**config.mk**
```make
export PLATFORM = sky130hd
export DESIGN_NAME = multicycle_ctrl
export DESIGN_NICKNAME = d
export VERILOG_FILES = /design/src/rtl/multicycle_ctrl_pkg.sv /design/src/rtl/mem_wait_timer.sv /design/src/rtl/multicycle_ctrl.sv
export SDC_FILE = /design/constraint.sdc
export NUM_CORES = 1
export LEC_CHECK = 0
export CAP_MARGIN = 20
export CELL_PAD_IN_SITES_DETAIL_PLACEMENT = 1
export CELL_PAD_IN_SITES_GLOBAL_PLACEMENT = 1
export CORE_UTILIZATION = 34
export DETAILED_ROUTE_END_ITERATION = 16
export GPL_ROUTABILITY_DRIVEN = 0
export PLACE_DENSITY_LB_ADDON = 0.25
export SLEW_MARGIN = 20
export SYNTH_ARGS = -nofsm -noshare
export SYNTH_HDL_FRONTEND = slang
export SYNTH_SLANG_ARGS = --single-unit
```
**constraint.sdc**
```tcl
create_clock -name clk -period 2.4 [get_ports clk]
set_clock_uncertainty 0.05 [all_clocks]
set_input_delay 0.48 -clock clk [delete_from_list [all_inputs] [get_ports clk]]
set_output_delay 0.48 -clock clk [all_outputs]
set_load 0.05 [all_outputs]
```
**src/rtl/multicycle_ctrl_pkg.sv**
```systemverilog
// Shared definitions for the multicycle CPU control path: opcodes, FSM states,
// ALU-op triples, mux select codes and the control-word payload.
package multicycle_ctrl_pkg;

  localparam int unsigned OPC_W = 6;

  localparam logic [OPC_W-1:0] OP_RTYPE = 6'b000000;
  localparam logic [OPC_W-1:0] OP_LW    = 6'b100011;
  localparam logic [OPC_W-1:0] OP_SW    = 6'b101011;
  localparam logic [OPC_W-1:0] OP_BEQ   = 6'b000100;
  localparam logic [OPC_W-1:0] OP_ADDI  = 6'b001000;
  localparam logic [OPC_W-1:0] OP_J     = 6'b000010;
  localparam logic [OPC_W-1:0] OP_BEN   = 6'b010100;
  localparam logic [OPC_W-1:0] OP_BVF   = 6'b010101;

  typedef enum logic [3:0] {
    S_FETCH  = 4'd0,
    S_DECODE = 4'd1,
    S_MEMADR = 4'd2,
    S_MEMRD  = 4'd3,
    S_MEMWB  = 4'd4,
    S_MEMWR  = 4'd5,
    S_REXEC  = 4'd6,
    S_RWB    = 4'd7,
    S_AEXEC  = 4'd8,
    S_AWB    = 4'd9,
    S_BEQ    = 4'd10,
    S_BEN    = 4'd11,
    S_BVF    = 4'd12,
    S_JUMP   = 4'd13
  } state_e;

  // {aluop1,aluop2,aluop3} codes seen by the ALU control decoder
  localparam logic [2:0] ALU_ADD   = 3'b000;
  localparam logic [2:0] ALU_SUB   = 3'b010;
  localparam logic [2:0] ALU_RTYPE = 3'b100;
  localparam logic [2:0] ALU_BEN   = 3'b110;
  localparam logic [2:0] ALU_BVF   = 3'b001;

  localparam logic [1:0] SRCB_B        = 2'b00;
  localparam logic [1:0] SRCB_4        = 2'b01;
  localparam logic [1:0] SRCB_SEXT     = 2'b10;
  localparam logic [1:0] SRCB_SEXT_SH2 = 2'b11;

  localparam logic [1:0] PCSRC_ALU    = 2'b00;
  localparam logic [1:0] PCSRC_ALUOUT = 2'b01;
  localparam logic [1:0] PCSRC_JUMP   = 2'b10;

  typedef struct packed {
    logic       pc_write;
    logic       pc_write_cond;
    logic       iord;
    logic       mem_read;
    logic       mem_write;
    logic       ir_write;
    logic       mem_to_reg;
    logic       reg_dst;
    logic       reg_write;
    logic       alusrca;
    logic [1:0] alusrcb;
    logic [1:0] pc_source;
    logic [2:0] aluop;
  } ctrl_t;

endpackage

```
**src/rtl/mem_wait_timer.sv**
```systemverilog
// Counts consecutive stalled memory cycles; flags the cycle in which the
// stall length reaches MEM_TMO.
module mem_wait_timer #(
  parameter int unsigned CNT_W   = 4,
  parameter int unsigned MEM_TMO = 15
) (
  input  logic clk,
  input  logic rst_n,
  input  logic en,
  input  logic clr,
  output logic expired
);

  logic [CNT_W-1:0] cnt_q;

  always_ff @(posedge clk or negedge rst_n) begin
    if (!rst_n) begin
      cnt_q <= '0;
    end else if (clr) begin
      cnt_q <= '0;
    end else if (en) begin
      cnt_q <= cnt_q + CNT_W'(1);
    end
  end

  // cnt_q holds the stalls already seen, so this stall is number cnt_q+1
  assign expired = en && (cnt_q == CNT_W'(MEM_TMO - 1));

endmodule

```
**src/rtl/multicycle_ctrl.sv**
```systemverilog
// Main control FSM of the multicycle CPU: sequences fetch/decode/execute/memory/
// writeback, stalls on mem_ready and aborts memory accesses that never complete.
module multicycle_ctrl
  import multicycle_ctrl_pkg::*;
#(
  parameter int unsigned OP_W    = 6,
  parameter int unsigned MEM_TMO = 15,
  parameter int unsigned CNT_W   = 4
) (
  input  logic            clk,
  input  logic            rst_n,
  input  logic [OP_W-1:0] opcode,
  input  logic            mem_ready,
  output logic            pc_write,
  output logic            pc_write_cond,
  output logic            iord,
  output logic            mem_read,
  output logic            mem_write,
  output logic            ir_write,
  output logic            mem_to_reg,
  output logic            reg_dst,
  output logic            reg_write,
  output logic            alusrca,
  output logic [1:0]      alusrcb,
  output logic [1:0]      pc_source,
  output logic            aluop1,
  output logic            aluop2,
  output logic            aluop3,
  output logic            illegal_op,
  output logic            mem_fault
);

  state_e state_q, state_d;
  ctrl_t  ctrl;
  logic   mem_wait, tmr_en, tmr_clr, expired, fault, illegal;

  always_ff @(posedge clk or negedge rst_n) begin
    if (!rst_n) begin
      state_q <= S_FETCH;
    end else begin
      state_q <= state_d;
    end
  end

  // Stall timer runs only while a memory request is outstanding and unanswered
  assign mem_wait = (state_q == S_FETCH) || (state_q == S_MEMRD) || (state_q == S_MEMWR);
  assign tmr_en   = mem_wait && !mem_ready;
  assign fault    = tmr_en && expired;
  assign tmr_clr  = fault || (state_d != state_q);

  mem_wait_timer #(
    .CNT_W  (CNT_W),
    .MEM_TMO(MEM_TMO)
  ) u_wait_timer (
    .clk    (clk),
    .rst_n  (rst_n),
    .en     (tmr_en),
    .clr    (tmr_clr),
    .expired(expired)
  );

  always_comb begin
    ctrl    = '0;
    state_d = state_q;
    illegal = 1'b0;
    case (state_q)
      S_FETCH: begin
        ctrl.mem_read  = 1'b1;
        ctrl.alusrcb   = SRCB_4;
        ctrl.aluop     = ALU_ADD;
        ctrl.pc_source = PCSRC_ALU;
        if (mem_ready) begin
          ctrl.ir_write = 1'b1;
          ctrl.pc_write = 1'b1;
          state_d       = S_DECODE;
        end
      end
      S_DECODE: begin
        ctrl.alusrcb = SRCB_SEXT_SH2;
        case (opcode)
          OP_W'(OP_LW), OP_W'(OP_SW): state_d = S_MEMADR;
          OP_W'(OP_RTYPE):            state_d = S_REXEC;
          OP_W'(OP_BEQ):              state_d = S_BEQ;
          OP_W'(OP_BEN):              state_d = S_BEN;
          OP_W'(OP_BVF):              state_d = S_BVF;
          OP_W'(OP_ADDI):             state_d = S_AEXEC;
          OP_W'(OP_J):                state_d = S_JUMP;
          default: begin
            illegal = 1'b1;
            state_d = S_FETCH;
          end
        endcase
      end
      S_MEMADR: begin
        ctrl.alusrca = 1'b1;
        ctrl.alusrcb = SRCB_SEXT;
        state_d      = (opcode == OP_W'(OP_SW)) ? S_MEMWR : S_MEMRD;
      end
      S_MEMRD: begin
        ctrl.mem_read = 1'b1;
        ctrl.iord     = 1'b1;
        if (mem_ready) state_d = S_MEMWB;
      end
      S_MEMWB: begin
        ctrl.reg_write  = 1'b1;
        ctrl.mem_to_reg = 1'b1;
        state_d         = S_FETCH;
      end
      S_MEMWR: begin
        ctrl.mem_write = 1'b1;
        ctrl.iord      = 1'b1;
        if (mem_ready) state_d = S_FETCH;
      end
      S_REXEC: begin
        ctrl.alusrca = 1'b1;
        ctrl.alusrcb = SRCB_B;
        ctrl.aluop   = ALU_RTYPE;
        state_d      = S_RWB;
      end
      S_RWB: begin
        ctrl.reg_write = 1'b1;
        ctrl.reg_dst   = 1'b1;
        state_d        = S_FETCH;
      end
      S_AEXEC: begin
        ctrl.alusrca = 1'b1;
        ctrl.alusrcb = SRCB_SEXT;
        state_d      = S_AWB;
      end
      S_AWB: begin
        ctrl.reg_write = 1'b1;
        state_d        = S_FETCH;
      end
      S_BEQ, S_BEN, S_BVF: begin
        ctrl.alusrca       = 1'b1;
        ctrl.alusrcb       = SRCB_B;
        ctrl.pc_write_cond = 1'b1;
        ctrl.pc_source     = PCSRC_ALUOUT;
        ctrl.aluop         = (state_q == S_BEQ) ? ALU_SUB :
                             (state_q == S_BEN) ? ALU_BEN : ALU_BVF;
        state_d            = S_FETCH;
      end
      S_JUMP: begin
        ctrl.pc_write  = 1'b1;
        ctrl.pc_source = PCSRC_JUMP;
        state_d        = S_FETCH;
      end
      default: state_d = S_FETCH;
    endcase
    // Timeout abandons the access: request dropped this cycle, restart at fetch
    if (fault) begin
      ctrl.mem_read  = 1'b0;
      ctrl.mem_write = 1'b0;
      state_d        = S_FETCH;
    end
    if (!rst_n) begin
      ctrl    = '0;
      illegal = 1'b0;
    end
  end

  assign pc_write      = ctrl.pc_write;
  assign pc_write_cond = ctrl.pc_write_cond;
  assign iord          = ctrl.iord;
  assign mem_read      = ctrl.mem_read;
  assign mem_write     = ctrl.mem_write;
  assign ir_write      = ctrl.ir_write;
  assign mem_to_reg    = ctrl.mem_to_reg;
  assign reg_dst       = ctrl.reg_dst;
  assign reg_write     = ctrl.reg_write;
  assign alusrca       = ctrl.alusrca;
  assign alusrcb       = ctrl.alusrcb;
  assign pc_source     = ctrl.pc_source;
  assign aluop1        = ctrl.aluop[2];
  assign aluop2        = ctrl.aluop[1];
  assign aluop3        = ctrl.aluop[0];
  assign illegal_op    = illegal;
  assign mem_fault     = fault && rst_n;

endmodule

```
==> results.json <==
{
  "cp_num_buf_inv": 2,
  "grt_pass1_wl_um": 7245,
  "path_class": "in2out",
  "grtUsageMet3": 0.06221,
  "end_kind": "output port",
  "synthMuxAreaShare": 0.02104,
  "antenna_cells": 0,
  "synth_top_area_frac": 0.1980,
  "ys.warnings.count": 0,
  "synthAdderAreaFrac": 0.02475,
  "nets": 197,
  "start_kind": "input port",
  "cts_buffer_depth": 2,
  "clock-sinks": 8,
  "fin_ws_ns": 0.03062,
  "cts_tree": "built",
  "ys_ff_latch": 8,
  "ios": 28,
  "synth_top_family_by_area": "simple AND/OR/NAND/NOR gates",
  "drv_slew": 0,
  "total_power_w": 0.001585,
  "synth_xor_area_frac": 0.05941,
  "dp_slack_ns": -0.1552,
  "die_y_um": 56.53,
  "grt_util_met2": 0.4824,
  "synth-edff-count": 0,
  "drt-total-wl_um": 4443,
  "postSynthAreaPerCell_um2": 7.273,
  "grt-ovfl-total": 0,
  "hold_violations": 0,
  "max_slew.worst_pin.slew_ns": 0.4866,
  "synth_cells": 139,
  "clock.fmax_mhz": 422.1,
  "hold_buffers": 0,
  "synthDistinctLibCells": 51,
  "setup_tns_ns": 0,
  "grt_max_degree": 17,
  "synth_compound_area_frac": 0.2252,
  "ant_nets": 0,
  "crit_chain": "clkdlybuf4s50_1 -> nor2b_4 -> nand2b_4 -> nor4_4 -> buf_12",
  "yosys.area.top_type": "dfrtp_1",
  "relSlewSlack": 0.6756,
  "vias": 1295,
  "p_leak_nw": 0.7698,
  "place.port_buffers": 27,
  "final_cell_mix": "buf_4, buf_12, nor2_1",
  "final.period_utilization": 0.9872,
  "ys_seq_area_frac": 0.1980,
  "place.detailed.hpwl_um": 3027,
  "h-tree-depth": 1,
  "initial_core_util": 0.3635,
  "die_area_um2": 3196,
  "crit_arrival_ns": 1.84,
  "clock_latency_ns": 0.26,
  "grt-busiest-layer": "met2",
  "min_path_type": "in2async",
  "crit_path_max_incr_delay_ns": 0.51,
  "cp_top_family": "buffers and inverters",
  "rsz0062_at_grt": "true",
  "cts_root_buf": "clkbuf_4",
  "layout_commonest_cell": "buf_4",
  "clk_pin_slew_ns": 0.06,
  "use_met1": 0.3870,
  "yosys.area_share.simple": 0.3911,
  "numCtsBuffers": 3,
  "fp.coreArea_um2": 2781,
  "synthArstFlopShare": 1.000,
  "slowest_stage": "clkdlybuf4s50_1",
  "fin_hold_ws_ns": 0.5255,
  "synth.area.top_cells": "dfrtp_1, nor2_1, a21oi_1",
  "required_ns": 1.87,
  "seq_area_um2": 205.2,
  "row_count": 19,
  "grt_pass1_vias": 1383,
  "first_iter_violations": 88,
  "cap_violations": 0,
  "fillerInstances": 318,
  "area_growth_pct": 77.97,
  "viasPerCell": 6.023,
  "multiInputGateArea_um2": 858.3,
  "antenna_found_initial": 0,
  "synth_flop_cell": "dfrtp_1",
  "powerDensity_nw_per_um2": 880.8,
  "outcome": "complete, no violations",
  "drc_errors": 0,
  "finalCriticalPeriod_ns": 2.369,
  "syn_area_um2": 1011,
  "crit_fanout": 5,
  "irDropWorstVdd_uv": 874.1,
  "firstDrtPassIters": 4,
  "wire_per_inst_um": 20.67,
  "drive_above_1_share": 0.4728,
  "setup_viol": 0,
  "die_x_um": 56.53,
  "grt.total_usage": 0.2938,
  "syn_nets": 150
}
cells in the mapped netlist, drive strengths merged (2+ instances only):
cell type and n:
xnor2 5, nand3b 2, o22ai 3, nor2b 7, nor2 18, nor3b 2, nor3 7, and2 3
or4 2, nand3 5, clkbuf 3, o21ai 6, nand2 7, buf 8, nor4 3, ha 2
or2 3, or3 2, inv 5, a31oi 3, and3 2, a21oi 10, dfrtp 8, a211oi 2
nand2b 2
metal layers:
metal | vias up | share of wire
met5 | - | 0
met4 | 0 | 0.014
met3 | 8 | 0.052
met2 | 50 | 0.48
met1 | 639 | 0.45
li1 | 598 | -
timing repair:
item	CTS	global route
gates resized for setup	18	24
pin swaps	2	5
setup buffers	0	4
setup endpoints to repair	10	10
logic make-up (layout without fill, tap and decap cells):
| group | count (synthesis) | after routing |
|---|---|---|
| xor gates and xnor gates | 6 | 6 |
| and+or+nand+nor | 71 | 71 |
| adders and majority gates | 2 | 2 |
| muxes | 2 | 2 |
| DFF | 8 | 8 |
| buffers and inverters | 17 | 62 |
| AOI/OAI and AO/OA | 33 | 33 |
sequential cells by signal (all words and copies together) (netlist names):
| name | flops |
|---|---|
| state_q | 4 |
| u_wait_timer.cnt_q | 4 |
per-stage QoR:
| stage | utilization | cells | cell area [um2] |
|---|---|---|---|
| 6_report | 0.6469 | 215 | 1799 |
| 5_1_grt | 0.6469 | 215 | 1799 |
| 4_1_cts | 0.6163 | 211 | 1714 |
| 3_5_place_dp | 0.5870 | 208 | 1633 |
| 3_3_place_gp | 0.5870 | 208 | 1633 |
| 2_1_floorplan | - | 139 | 1040 |
final timing paths:
kind	from	end	slack [ns]	cells after the start
max	rst_n	illegal_op	0.03	5
min	rst_n	state_q[2]	0.53	2
max reg2reg	state_q[3]	u_wait_timer.cnt_q[2]	0.31	7
min reg2reg	u_wait_timer.cnt_q[3]	u_wait_timer.cnt_q[3]	0.53	2
max in group asynchronous	rst_n	u_wait_timer.cnt_q[2]	1.62	2
min in group clk	u_wait_timer.cnt_q[3]	u_wait_timer.cnt_q[3]	0.53	2
area by class of cell:
class	count	area share
clock buffers	3	0.01252
flip-flops and latches	8	0.1140
multi-input cells	114	0.4771
inverters	6	0.01391
repair buffers	53	0.3609
well taps	31	0.02156
power breakdown:
group          switching, W  internal [W]
Combinational      0.000708      0.000536
Clock             0.0000478     0.0000574
Sequential        0.0000671      0.000169
Note: power is estimated with default switching activity, not from simulation.
